### src/rtl/bus_access_controller_if.sv
// Bus bundle between the requesters / tri-state driver and bus_access_controller.
// Handshake: a requester raises Req[i] and holds it (with Wr/Addr/WData) until it
// sees the one-cycle Done[i] pulse; the request is taken on the grant edge, later
// changes to Wr/Addr/WData are ignored until the next grant.
interface bus_access_controller_if #(
  parameter int ADDR_W = 16
) ();
  logic [1:0]        Req;
  logic [1:0]        Wr;
  logic [ADDR_W-1:0] Addr0;
  logic [ADDR_W-1:0] Addr1;
  logic [15:0]       WData0;
  logic [15:0]       WData1;
  logic [1:0]        Done;
  logic [15:0]       RData;
  logic              Busy;
  logic              nWRITE;
  logic [15:0]       DrvData;
  logic [15:0]       BusData;
  logic [ADDR_W-1:0] ExtAddr;
  logic              nCS;
  logic              nWE;
  logic              nOE;

  // Requesters plus tri-state driver side
  modport master (
    output Req, Wr, Addr0, Addr1, WData0, WData1, BusData,
    input  Done, RData, Busy, nWRITE, DrvData, ExtAddr, nCS, nWE, nOE
  );

  // Controller side
  modport slave (
    input  Req, Wr, Addr0, Addr1, WData0, WData1, BusData,
    output Done, RData, Busy, nWRITE, DrvData, ExtAddr, nCS, nWE, nOE
  );
endinterface

### src/rtl/bus_access_controller.sv
// bus_access_controller: shares the external 16-bit bus between requester 0
// (voice engine) and requester 1 (control/config). Each access runs
// SETUP -> ACCESS -> TURN -> IDLE with fixed cycle counts; all outputs registered.
// Optional build macro BUSCTRL_FIXED_PRIO_EN: requester 0 always wins contention
// (no round-robin pointer). Default: round-robin.
module bus_access_controller #(
  parameter int ADDR_W     = 16,
  parameter int SETUP_CYC  = 1,
  parameter int ACCESS_CYC = 2,
  parameter int TURN_CYC   = 1
) (
  input  logic                    CLK,
  input  logic                    nRESET,
  bus_access_controller_if.slave  bus,
  output logic [1:0]              state_o
);

  typedef enum logic [1:0] {
    IDLE   = 2'd0,
    SETUP  = 2'd1,
    ACCESS = 2'd2,
    TURN   = 2'd3
  } state_t;

  localparam logic [3:0] SETUP_LAST  = 4'(SETUP_CYC - 1);
  localparam logic [3:0] ACCESS_LAST = 4'(ACCESS_CYC - 1);
  localparam logic [3:0] TURN_LAST   = 4'(TURN_CYC - 1);

  state_t            state_q, state_d;
  logic [3:0]        cnt_q, cnt_d;
  logic              gnt_q, gnt_d;
  logic              wr_q, wr_d;
  logic [ADDR_W-1:0] addr_q, addr_d;
  logic [15:0]       drv_q, drv_d;
  logic [15:0]       rdata_q, rdata_d;
  logic [1:0]        done_q, done_d;
  logic              busy_q, busy_d;
  logic              ncs_q, ncs_d;
  logic              nwrite_q, nwrite_d;
  logic              nwe_q, nwe_d;
  logic              noe_q, noe_d;
  logic              in_cs;
  logic              gnt_sel;

`ifdef BUSCTRL_FIXED_PRIO_EN
  // Requester 0 wins whenever it asks
  assign gnt_sel = bus.Req[0] ? 1'b0 : 1'b1;
`else
  logic ptr_q;

  // Contention goes to the pointer; a lone request goes to its owner
  assign gnt_sel = (bus.Req == 2'b11) ? ptr_q : (bus.Req[0] ? 1'b0 : 1'b1);

  // Pointer always moves to the requester that was not just granted
  always_ff @(posedge CLK or negedge nRESET) begin
    if (!nRESET) begin
      ptr_q <= 1'b0;
    end else if (state_q == IDLE && bus.Req != 2'b00) begin
      ptr_q <= ~gnt_sel;
    end
  end
`endif

  // Phase sequencing, request latching and next values of registered outputs
  always_comb begin
    state_d = state_q;
    cnt_d   = cnt_q;
    gnt_d   = gnt_q;
    wr_d    = wr_q;
    addr_d  = addr_q;
    drv_d   = drv_q;
    rdata_d = rdata_q;
    done_d  = 2'b00;
    case (state_q)
      IDLE: begin
        if (bus.Req != 2'b00) begin
          gnt_d   = gnt_sel;
          wr_d    = bus.Wr[gnt_sel];
          addr_d  = gnt_sel ? bus.Addr1 : bus.Addr0;
          if (bus.Wr[gnt_sel]) begin
            drv_d = gnt_sel ? bus.WData1 : bus.WData0;
          end
          state_d = SETUP;
          cnt_d   = 4'd0;
        end
      end
      SETUP: begin
        if (cnt_q == SETUP_LAST) begin
          state_d = ACCESS;
          cnt_d   = 4'd0;
        end else begin
          cnt_d = cnt_q + 4'd1;
        end
      end
      ACCESS: begin
        if (cnt_q == ACCESS_LAST) begin
          state_d        = TURN;
          cnt_d          = 4'd0;
          done_d[gnt_q]  = 1'b1;
          if (!wr_q) begin
            rdata_d = bus.BusData;
          end
        end else begin
          cnt_d = cnt_q + 4'd1;
        end
      end
      TURN: begin
        // Always pass through one IDLE cycle so a requester can drop Req after Done
        if (cnt_q == TURN_LAST) begin
          state_d = IDLE;
          cnt_d   = 4'd0;
        end else begin
          cnt_d = cnt_q + 4'd1;
        end
      end
      default: begin
        state_d = IDLE;
        cnt_d   = 4'd0;
      end
    endcase
    // Strobes follow the phase being entered; the FPGA drives only during a write's SETUP/ACCESS
    in_cs    = (state_d == SETUP) || (state_d == ACCESS);
    busy_d   = (state_d != IDLE);
    ncs_d    = ~in_cs;
    nwrite_d = ~(in_cs & wr_d);
    nwe_d    = ~((state_d == ACCESS) & wr_d);
    noe_d    = ~((state_d == ACCESS) & ~wr_d);
  end

  // State, latched request and output registers; reset releases the bus at once
  always_ff @(posedge CLK or negedge nRESET) begin
    if (!nRESET) begin
      state_q  <= IDLE;
      cnt_q    <= 4'd0;
      gnt_q    <= 1'b0;
      wr_q     <= 1'b0;
      addr_q   <= '0;
      drv_q    <= 16'h0000;
      rdata_q  <= 16'h0000;
      done_q   <= 2'b00;
      busy_q   <= 1'b0;
      ncs_q    <= 1'b1;
      nwrite_q <= 1'b1;
      nwe_q    <= 1'b1;
      noe_q    <= 1'b1;
    end else begin
      state_q  <= state_d;
      cnt_q    <= cnt_d;
      gnt_q    <= gnt_d;
      wr_q     <= wr_d;
      addr_q   <= addr_d;
      drv_q    <= drv_d;
      rdata_q  <= rdata_d;
      done_q   <= done_d;
      busy_q   <= busy_d;
      ncs_q    <= ncs_d;
      nwrite_q <= nwrite_d;
      nwe_q    <= nwe_d;
      noe_q    <= noe_d;
    end
  end

  assign bus.Done    = done_q;
  assign bus.RData   = rdata_q;
  assign bus.Busy    = busy_q;
  assign bus.nWRITE  = nwrite_q;
  assign bus.DrvData = drv_q;
  assign bus.ExtAddr = addr_q;
  assign bus.nCS     = ncs_q;
  assign bus.nWE     = nwe_q;
  assign bus.nOE     = noe_q;
  assign state_o     = state_q;

endmodule
### src/flat_wrapper.sv
// flat-port wrapper written by rule: the top's interface ports become plain ports
module bus_access_controller_flat 
#(
  parameter int ADDR_W     = 16,
  parameter int SETUP_CYC  = 1,
  parameter int ACCESS_CYC = 2,
  parameter int TURN_CYC   = 1
)
  (CLK, nRESET, state_o, bus_Req, bus_Wr, bus_Addr0, bus_Addr1, bus_WData0, bus_WData1, bus_BusData, bus_Done, bus_RData, bus_Busy, bus_nWRITE, bus_DrvData, bus_ExtAddr, bus_nCS, bus_nWE, bus_nOE);
  bus_access_controller_if #(.ADDR_W(ADDR_W)) bus_i ();
  input  logic CLK;
  input  logic nRESET;
  output logic [1:0] state_o;
  input wire logic [$bits(bus_i.Req)-1:0] bus_Req;
  input wire logic [$bits(bus_i.Wr)-1:0] bus_Wr;
  input wire logic [$bits(bus_i.Addr0)-1:0] bus_Addr0;
  input wire logic [$bits(bus_i.Addr1)-1:0] bus_Addr1;
  input wire logic [$bits(bus_i.WData0)-1:0] bus_WData0;
  input wire logic [$bits(bus_i.WData1)-1:0] bus_WData1;
  input wire logic [$bits(bus_i.BusData)-1:0] bus_BusData;
  output wire logic [$bits(bus_i.Done)-1:0] bus_Done;
  output wire logic [$bits(bus_i.RData)-1:0] bus_RData;
  output wire logic [$bits(bus_i.Busy)-1:0] bus_Busy;
  output wire logic [$bits(bus_i.nWRITE)-1:0] bus_nWRITE;
  output wire logic [$bits(bus_i.DrvData)-1:0] bus_DrvData;
  output wire logic [$bits(bus_i.ExtAddr)-1:0] bus_ExtAddr;
  output wire logic [$bits(bus_i.nCS)-1:0] bus_nCS;
  output wire logic [$bits(bus_i.nWE)-1:0] bus_nWE;
  output wire logic [$bits(bus_i.nOE)-1:0] bus_nOE;
  assign bus_i.Req = bus_Req;
  assign bus_i.Wr = bus_Wr;
  assign bus_i.Addr0 = bus_Addr0;
  assign bus_i.Addr1 = bus_Addr1;
  assign bus_i.WData0 = bus_WData0;
  assign bus_i.WData1 = bus_WData1;
  assign bus_i.BusData = bus_BusData;
  assign bus_Done = bus_i.Done;
  assign bus_RData = bus_i.RData;
  assign bus_Busy = bus_i.Busy;
  assign bus_nWRITE = bus_i.nWRITE;
  assign bus_DrvData = bus_i.DrvData;
  assign bus_ExtAddr = bus_i.ExtAddr;
  assign bus_nCS = bus_i.nCS;
  assign bus_nWE = bus_i.nWE;
  assign bus_nOE = bus_i.nOE;
  bus_access_controller #(.ADDR_W(ADDR_W), .SETUP_CYC(SETUP_CYC), .ACCESS_CYC(ACCESS_CYC), .TURN_CYC(TURN_CYC)) u_core (.CLK(CLK), .nRESET(nRESET), .bus(bus_i), .state_o(state_o));
endmodule
### config.mk
export PLATFORM = sky130hd
export DESIGN_NAME = bus_access_controller_flat
export DESIGN_NICKNAME = d
export VERILOG_FILES = /design/src/rtl/bus_access_controller_if.sv /design/src/rtl/bus_access_controller.sv /design/src/flat_wrapper.sv
export SDC_FILE = /design/constraint.sdc
export NUM_CORES = 1
export LEC_CHECK = 0
export ABC_AREA = 1
export BUFFER_PORTS_ARGS = -buffer_cell sky130_fd_sc_hd__clkbuf_2
export CAP_MARGIN = 0
export CORE_ASPECT_RATIO = 1.5
export CORE_UTILIZATION = 50
export DETAILED_ROUTE_END_ITERATION = 16
export GPL_TIMING_DRIVEN = 0
export PLACE_DENSITY = 0.9
export SLEW_MARGIN = 30
export SYNTH_ARGS = -nofsm -noshare
export SYNTH_HDL_FRONTEND = slang
export SYNTH_SLANG_ARGS = --single-unit
### constraint.sdc
create_clock -name CLK -period 3.7 [get_ports CLK]
set_clock_uncertainty 0.2 [all_clocks]
set_input_delay 0.74 -clock CLK [delete_from_list [all_inputs] [get_ports CLK]]
set_output_delay 0.74 -clock CLK [all_outputs]
set_load 0.01 [all_outputs]
== Word-level counts from Yosys, hierarchy flattened ==
Index checks and enable logic that the tools add are counted.
Operators by class
  equal/unequal tests: 8
  magnitude comparators: 3
  add/sub/neg operators: 1
  muxes and demuxes: 21
  reductions and logical operators: 11
  bitwise operators: 10
Operators by type and width (number)
  16-bit two-way mux: 2
  2-bit two-way mux: 6
  4-bit two-way mux: 3
  4-bit case mux with 3 select lines: 1
  2-bit == test (second input constant): 4
  2-bit case mux with 4 select lines: 1
  1-bit two-way mux: 7
  1-bit inverter: 7
  3-bit AND reduction: 2
  4-bit by 1-bit adder with 4-bit output (second input constant): 1
  2-bit by 1-bit == test with 1-bit output (second input constant): 2
  4-bit by 1-bit == test with 1-bit output (second input constant): 1
  4-bit logical NOT: 1
  1-bit by 2-bit less-than comparator with 1-bit output (second input constant): 2
  2-bit nonzero test: 2
  1-bit AND: 3
  1-bit logical AND: 2
  2-bit logical NOT: 1
  2-bit inequality test (second input constant): 1
  2-bit AND reduction: 1
  2-bit OR reduction: 1
  1-bit demux with 1-bit select: 1
  1-bit greater-or-equal comparator (second input constant): 1
  1-bit logical OR: 1
Storage, ports and cells
  word-level logic and storage cells: 68
  register bits: 64
  output and inout bits: 57

== Depth between registers and ports, before layout ==
Gate-level depths: netlist (run 1).
  word-level depth: 9
  mapped depth: 10
  gate-level depth less buffers: 9

== Worst setup path after synthesis (run 1) ==
Ideal clock, no wire load.
  path kind: input to register
  start: input port bus_Req[1]
  end: register u_core.nwrite_q (netlist: u_core.bus.nWRITE)
  cell stages on the path: 9
  setup slack: 1621 ps
  arrival time: 1818 ps
  cells stage by stage: nor2_1 > nor2_2 > buf_6 > inv_2 > buf_6 > nand2_1 > a21oi_1 > ha_1 > nand2_1
Between the ends
  cells in the longest elaborated chain, start to end: 8
Ends and longest elaborated chain
  from (decl): line flat_wrapper.sv:14  | input wire logic [$bits(bus_i.Req)-1:0] bus_Req;
  2-bit == test: line bus_access_controller.sv:52  | assign gnt_sel = (bus.Req == 2'b11) ? ptr_q : (bus.Req[0] ? 1'b0 : 1'b1);
  1-bit two-way mux: line bus_access_controller.sv:52
  1-bit two-way mux (implied by the code) (2 in a row): line bus_access_controller.sv:78  | wr_d = bus.Wr[gnt_sel];
  1-bit two-way mux: line bus_access_controller.sv:76  | if (bus.Req != 2'b00) begin
  1-bit two-way mux: line bus_access_controller.sv:74  | case (state_q)
  1-bit AND *: line bus_access_controller.sv:125  | nwrite_d = ~(in_cs & wr_d);
  1-bit inverter *: line bus_access_controller.sv:125
  via u_core.nwrite_d: line bus_access_controller.sv:39  | logic nwrite_q, nwrite_d;
  to (signal assigned): line bus_access_controller.sv:157  | nwrite_q <= nwrite_d;
  to (decl): line bus_access_controller.sv:39
Mark *: on every way through the listed nets, which the timed path passes. The rest lies on a longest branch. The select of a mux whose other input is x is not followed.
A chain may end at the register's enable or synchronous reset.

== Worst setup path after layout (run 1) ==
Same ends and word-level chain as after synthesis.

==> results.sh, run 1 <==
export IMPL_ctsHoldBuffers=0
export IMPL_ys_seq_elements=64
export IMPL_critPathMaxFanout=10
export IMPL_synth_nets=467
export IMPL_clk_latency_ns=0.34
export IMPL_diodes=0
export IMPL_die_x_um=65.7
export IMPL_syn_inst=376
export IMPL_num_rows=34
export IMPL_vias=2987
export IMPL_dieArea_um2=6410
export IMPL_post_route_drc_count=0
export IMPL_syn_avg_cell_area_um2=8.09
export IMPL_area_delta_synth_final_pct=34.3
export IMPL_ant_nets=0
export IMPL_antenna_found_initial=0
export IMPL_yosysWarnings=0
export IMPL_synth_cell_types=26
export IMPL_gp_congestion=0.835
export IMPL_endpoint_kind="flop"
export IMPL_maxSlewViolCount=0
export IMPL_cts_inserted_buffers=9
export IMPL_drv_cap=0
export IMPL_worstPathArrival_ns=2.10
export IMPL_avgRoutedWirePerCell_um=12.1
export IMPL_core_um2=5830
export IMPL_grt_pass1_vias=3022
export IMPL_cts_resized_gates=0
export IMPL_ios=143
export IMPL_period_share_pct=54.7
export IMPL_initial_utilization_pct=52.2
export IMPL_firstDrtPassIters=4
export IMPL_p_leak_nw=2.46
export IMPL_hpwl_mm=5.75
export IMPL_crit_type="input pin to flop"
export IMPL_setup_tns_ns=0
export IMPL_rrSetupSlack_ns=1.75
export IMPL_hold_class="input pin to asynchronous set/reset pin"
export IMPL_post_cts_buffers=0
export IMPL_tightest_slew_ns=0.478
export IMPL_finalHoldViolations=0
export IMPL_cts_sinks=64
export IMPL_io_buffer_count=142
export IMPL_fin_cells=607
export IMPL_p_per_area_nw_per_um2=802
export IMPL_ff2ff_path_depth=10
export IMPL_clkSlewWorstSetupHoldPaths_ns=0.07
export IMPL_grt_ovfl_total=0
export IMPL_max_slew_margin_pct=68.1
export IMPL_drive_above_1_share_pct=35.0
export IMPL_layout_nets=621
export IMPL_via_per_inst=4.92
export IMPL_yosysSeqAreaShare_pct=52.8
export IMPL_mostFrequentLayoutCell="nand2_1"
export IMPL_finalSetupViolations=0
export IMPL_cp_required_ns=3.78
export IMPL_grt_first_pass_wirelength_mm=12.4
export IMPL_min_period_ns=2.02
export IMPL_grt_util_all_layers_pct=25.2
export IMPL_cts_tree="yes"
export IMPL_rsz0062_at_grt="false"
export IMPL_dp_cells=591
export IMPL_grt_max_degree=39
export IMPL_fmax_ghz=0.494
export IMPL_wl_mm=7.37
export IMPL_clockBufferDepth=2
export IMPL_syn_area_um2=3040
export IMPL_final_cell_mix="192 x nand2_1, 141 x clkbuf_2, 60 x dfrtp_1"
export IMPL_die_h_um=97.5
export IMPL_r2r_start="u_core.state_o[0]$_DFF_PN0_"
export IMPL_peakVddDrop_uv=478
export IMPL_htreeDepth=3
export IMPL_crit_path_start_kind="input pin"
export IMPL_ctsRootBufferMaster="clkbuf_8"
export IMPL_status="completed"
export IMPL_drt_iter0_markers=81
export IMPL_r2r_end="u_core.bus.nWRITE$_DFF_PN1_"
==> worst max-delay path, cell delays in order <==
cell,delay (ns)
clkbuf_2,0.10
nor2_1,0.22
nor2_2,0.09
buf_6,0.15
inv_2,0.06
buf_6,0.14
nand2_1,0.06
a21oi_1,0.18
ha_1,0.28
nand2_1,0.07
==> layer usage <==
metal	wire length (um)	global-route usage, %	part of all wire [%]	up-vias
li1	-	-	-	1476
met1	2800	26.6	38	1372
met2	3970	45.5	54	124
met3	444	5.28	6.0	15
met4	145	12.0	2.0	0
met5	0	0	0	-
==> cells by family after synthesis <==
logic type / synth area share (%)
flip-flops: 52.8
adder cells (fa/ha/maj): 2.06
AO/OA/AOI/OAI: 5.47
buffers and inverters: 7.61
AND/OR/NAND/NOR: 31.8
XOR/XNOR: 0.288
==> stage by stage <==
stage	hold WS (ns)	power (mW)	cell area [um^2]	setup slack (ns)	utilization, %
final	0.141	3.28	4090	1.68	70.1
after global placement	0.254	2.56	3840	1.40	65.9
after CTS	0.142	3.31	4090	1.68	70.1
after detailed placement	0.259	2.65	3860	1.35	66.3
after floorplan	0.226	2.08	3040	1.62	-
after global routing	0.153	3.54	4090	1.54	70.1
==> cells in the mapped netlist (all sizes together) <==
master  count  area (um^2)
o22ai       1         6.26
inv        32          120
dfstp       4          105
clkinv      2         7.51
o21a        1         7.51
nand2     196          756
nand3      30          168
o211ai     19          143
nor2        8         42.5
ha          5         62.6
a21oi       1         5.00
o21ai       1         5.00
clkbuf      2         7.51
xor2        1         8.76
buf        13         96.3
dfrtp      60         1500
==> worst max path at each step <==
stage	from	slack (ns)	to	cells past startpoint
after floorplan	bus_Req[1]	1.62	u_core.bus.nWRITE$_DFF_PN1_	9
after global placement	nRESET	1.40	u_core.bus.DrvData[9]$_DFFE_PN0P_	1
after detailed placement	bus_Req[1]	1.35	u_core.bus.nWRITE$_DFF_PN1_	10
after CTS	bus_Req[1]	1.68	u_core.bus.nWRITE$_DFF_PN1_	10
after global routing	bus_Req[1]	1.54	u_core.bus.nWRITE$_DFF_PN1_	10
final	bus_Req[1]	1.68	u_core.bus.nWRITE$_DFF_PN1_	10
==> power by group <==
group	total, mW	internal, mW	switching, mW	leakage, nW
logic	1.39	0.546	0.848	1.57
clock network	0.651	0.394	0.258	0.112
registers	1.23	1.04	0.191	0.784
==> sequential cells by signal, indices dropped and copies added (netlist names) <==
| signal | count |
|---|---|
| u_core.bus.DrvData | 16 |
| u_core.bus.ExtAddr | 16 |
| u_core.bus.RData | 16 |
| u_core.cnt_q | 4 |
| u_core.bus.Done | 2 |
| u_core.state_o | 2 |
| u_core.bus.Busy | 1 |
| u_core.bus.nCS | 1 |
| u_core.bus.nOE | 1 |
| u_core.bus.nWE | 1 |
| u_core.bus.nWRITE | 1 |
| u_core.gnt_q | 1 |
| u_core.ptr_q | 1 |
| u_core.wr_q | 1 |
==> layout make-up <==
| type | count | area [um^2] |
|---|---|---|
| Inverter | 34 | 128 |
| Tap cell | 72 | 90.1 |
| Sequential cell | 64 | 1610 |
| Clock inverter | 6 | 82.6 |
| Timing Repair Buffer | 143 | 733 |
| Clock buffer | 10 | 138 |
| Fill cell | 480 | 1740 |
| Buffer | 15 | 104 |
| Multi-Input combinational cell | 263 | 1200 |
No activity file was read; power rests on OpenSTA's default activity.
==> run 2, diff against run 1 <==
--- a/config.mk
+++ b/config.mk
@@ -5,14 +5,14 @@
 export SDC_FILE = /design/constraint.sdc
 export NUM_CORES = 1
 export LEC_CHECK = 0
-export ABC_AREA = 1
+export ABC_AREA = 0
 export BUFFER_PORTS_ARGS = -buffer_cell sky130_fd_sc_hd__clkbuf_2
 export CAP_MARGIN = 0
 export CORE_ASPECT_RATIO = 1.5
-export CORE_UTILIZATION = 50
+export CORE_UTILIZATION = 41
 export DETAILED_ROUTE_END_ITERATION = 16
 export GPL_TIMING_DRIVEN = 0
-export PLACE_DENSITY = 0.9
+export PLACE_DENSITY = 0.81
 export SLEW_MARGIN = 30
 export SYNTH_ARGS = -nofsm -noshare
 export SYNTH_HDL_FRONTEND = slang
==> constraint.sdc (replaced) <==
create_clock -name CLK -period 1.8 [get_ports CLK]
set_clock_uncertainty 0.2 [all_clocks]
set_input_delay 0.36 -clock CLK [delete_from_list [all_inputs] [get_ports CLK]]
set_output_delay 0.36 -clock CLK [all_outputs]
set_load 0.01 [all_outputs]
==> run 2 against run 1 <==
  * The flow now finishes with violations (negative setup slack)
  * Power up 120%
  * Combinational power up 130%
  * Clock-buffer cell count up 2
  * Largest cell class unchanged
  * Utilization down 6.0 points
  * Non-clock buffer count up 17
  * Worst setup slack worse by 1.8 ns
==> results.sh, run 2 <==
export IMPL_synth_top_cell_area_share_pct=53.0
export IMPL_cts_inserted_buffers=9
export IMPL_worstPathArrival_ns=1.95
export IMPL_critPathMaxFanout=5
export IMPL_grt_max_degree=44
export IMPL_vias=2431
export IMPL_syn_area_um2=2830
export IMPL_ys_seq_elements=64
export IMPL_yosysWarnings=0
export IMPL_fillCellCount=529
export IMPL_yosysSeqAreaShare_pct=56.7
export IMPL_synth_top_family_by_area="compound AO/OA/AOI/OAI gates"
export IMPL_synthAdderAreaFrac_pct=2.21
export IMPL_syn_avg_cell_area_um2=12.5
export IMPL_crit_type="flop to flop"
export IMPL_fmax_ghz=0.518
export IMPL_ff2ff_path_depth=8
export IMPL_synth_nets=318
export IMPL_core_um2=6580
export IMPL_fin_cells=481
export IMPL_drv_cap=0
export IMPL_die_x_um=69.9
export IMPL_grt_pass1_vias=2401
export IMPL_ys_top_cells_by_area="dfrtp_1 53%, mux2_2 6.8%, mux2i_1 5.7%"
export IMPL_fin_ws_ns=-0.132
export IMPL_layout_nets=492
export IMPL_via_per_inst=5.05
export IMPL_mostFrequentLayoutCell="clkbuf_2"
export IMPL_grt_ovfl_total=0
export IMPL_synth_most_common_cell="dfrtp_1"
export IMPL_multiInputGateArea_um2=1220
export IMPL_period_share_pct=107
export IMPL_yosys_top_cells_count="60 x dfrtp_1, 23 x nand2_1, 21 x o21ai_0, 17 x mux2_2"
export IMPL_synth_cell_types=37
export IMPL_peakVddDrop_uv=841
export IMPL_min_period_ns=1.93
export IMPL_antenna_found_initial=0
export IMPL_p_leak_nw=2.12
export IMPL_grt_util_all_layers_pct=20.5
export IMPL_ctsRootBufferMaster="clkbuf_8"
export IMPL_dp_cells=446
export IMPL_post_route_drc_count=0
export IMPL_holdPathStages=2
export IMPL_synth_xor_area_share_pct=0.309
export IMPL_synth_top_cell_by_area="dfrtp_1"
export IMPL_avgRoutedWirePerCell_um=15.2
export IMPL_yosys_most_used_dff="dfrtp_1"
export IMPL_finalSetupViolations=16
export IMPL_clk_latency_ns=0.34
export IMPL_wl_mm=7.32
export IMPL_maxSlewViolCount=0
export IMPL_syn_inst=227
export IMPL_finalHoldViolations=0
export IMPL_dieArea_um2=7260
export IMPL_yosys_area_share_simple_pct=6.58
export IMPL_io_buffer_count=142
export IMPL_max_slew_margin_pct=63.0
export IMPL_diodes=0
export IMPL_drive_above_1_share_pct=60.2
export IMPL_clockBufferDepth=2
export IMPL_cp_required_ns=1.82
export IMPL_ant_nets=0
export IMPL_synth_area_mux_share_pct=12.9
export IMPL_area_delta_synth_final_pct=48.8
export IMPL_firstDrtPassIters=4
export IMPL_p_per_area_nw_per_um2=1710
export IMPL_synth_compound_area_share_pct=17.6
export IMPL_drt_iter0_markers=97
export IMPL_status="finished with violations"
export IMPL_die_h_um=104
export IMPL_hpwl_mm=5.06
export IMPL_grt_first_pass_wirelength_mm=11.5
export IMPL_num_rows=36
export IMPL_hold_class="input pin to flop"
export IMPL_synth_edff_count=0
export IMPL_ios=143
export IMPL_crit_path_start_kind="flop"
export IMPL_htreeDepth=3
export IMPL_rsz0062_at_grt="true"
export IMPL_cts_sinks=64
export IMPL_final_cell_mix="145 x clkbuf_2, 57 x dfrtp_1, 22 x nand2_1"
export IMPL_seq_area_um2=1610
export IMPL_gp_congestion=0.793
export IMPL_place_ws_ns=-0.261
export IMPL_timing_hold_ws_ns=0.0546
export IMPL_clkSlewWorstSetupHoldPaths_ns=0.07
export IMPL_endpoint_kind="flop"
export IMPL_violations="negative setup slack"
export IMPL_initial_utilization_pct=43.1
export IMPL_cts_tree="yes"
export IMPL_tightest_slew_ns=0.551
export IMPL_ys_async_sr_fraction_pct=100
run 2: cell count changes in the layout (fill, tap and decap cells not counted), sizes merged, moves of 13 or more:
| cell | before | now |
|---|---|---|
| a2bb2oi | 0 | 16 |
| nand2 | 196 | 23 |
| mux2i | 0 | 16 |
| mux2 | 0 | 18 |
| o211ai | 19 | 0 |
| nand3 | 30 | 3 |
| o22ai | 1 | 16 |
| o21ai | 1 | 22 |
| buf | 14 | 27 |
| inv | 32 | 8 |
run 2: power breakdown:
group          total (mW)  internal [mW]  switching, mW
combinational        3.20           1.65           1.55
clock                1.37          0.846          0.525
sequential           2.62           2.16          0.457
total                7.20           4.66           2.53
run 2: final timing paths:
kind,to,startpoint,slack [ns]
worst max-delay path,u_core.bus.RData[9]$_DFFE_PN0P_,u_core.cnt_q[1]$_DFFE_PN0P_,-0.13
worst min-delay path,u_core.bus.RData[10]$_DFFE_PN0P_,bus_BusData[10],0.05
worst max register to register,u_core.bus.RData[9]$_DFFE_PN0P_,u_core.cnt_q[1]$_DFFE_PN0P_,-0.13
worst min register to register,u_core.bus.Done[0]$_DFF_PN0_,u_core.gnt_q$_DFFE_PN0P_,0.24
max in group asynchronous,u_core.state_o[0]$_DFF_PN0_,nRESET,0.56
min in group asynchronous,u_core.wr_q$_DFF_PN0_,nRESET,0.29
run 2: final cells by class:
class / count / area share (%)
sequential: 64 / 38.2
multi-input combinational: 143 / 29.0
timing repair buffer: 163 / 22.4
clock buffer: 12 / 3.68
buffer: 12 / 2.25
tap: 76 / 2.25
clock inverter: 3 / 1.54
inverter: 8 / 0.712
run 2: logic make-up (layout without fill, tap and decap cells):
| group | after synthesis | in the layout |
|---|---|---|
| AND/OR/NAND/NOR | 40 | 40 |
| adder cells (fa/ha/maj) | 5 | 5 |
| flip-flops | 64 | 64 |
| buffers and inverters | 20 | 198 |
| XOR/XNOR | 1 | 1 |
| multiplexers | 34 | 34 |
| AO/OA/AOI/OAI | 63 | 63 |
run 2: timing repair:
action,CTS,global route
cloned,1,1
hold buffers,1,0
hold endpoints to repair,17,0
setup buffers,10,7
resized for setup,14,22
endpoints found under the setup margin,56,44
pin swaps,2,3
run 2: critical path, cell delays in order, from the launching register on:
cell and delay (ns):
dfrtp_1 0.40, inv_2 0.08, ha_4 0.12, nor2b_4 0.14, nand3_2 0.09, or2_1 0.23
buf_6 0.14, buf_16 0.13, mux2_4 0.29
run 2: per-layer routing:
metal	vias to the layer above	track usage [%]	share of wire (%)
met2	105	35.5	54
li1	1170	-	-
met1	1146	23.0	39
met3	10	6.23	5.7
met5	-	0	0
met4	0	8.71	1.6
run 2: stage by stage:
stage | power (mW) | utilization [%] | area, um^2 | setup TNS, ns
2_1_floorplan | 4.31 | - | 2840 | -1.04
6_report | 7.20 | 64.1 | 4220 | -1.75
3_5_place_dp | 5.43 | 55.8 | 3670 | -9.23
4_1_cts | 7.03 | 61.6 | 4050 | -2.03
5_1_grt | 7.69 | 64.1 | 4220 | -3.14
3_3_place_gp | 5.28 | 55.4 | 3640 | -16.95
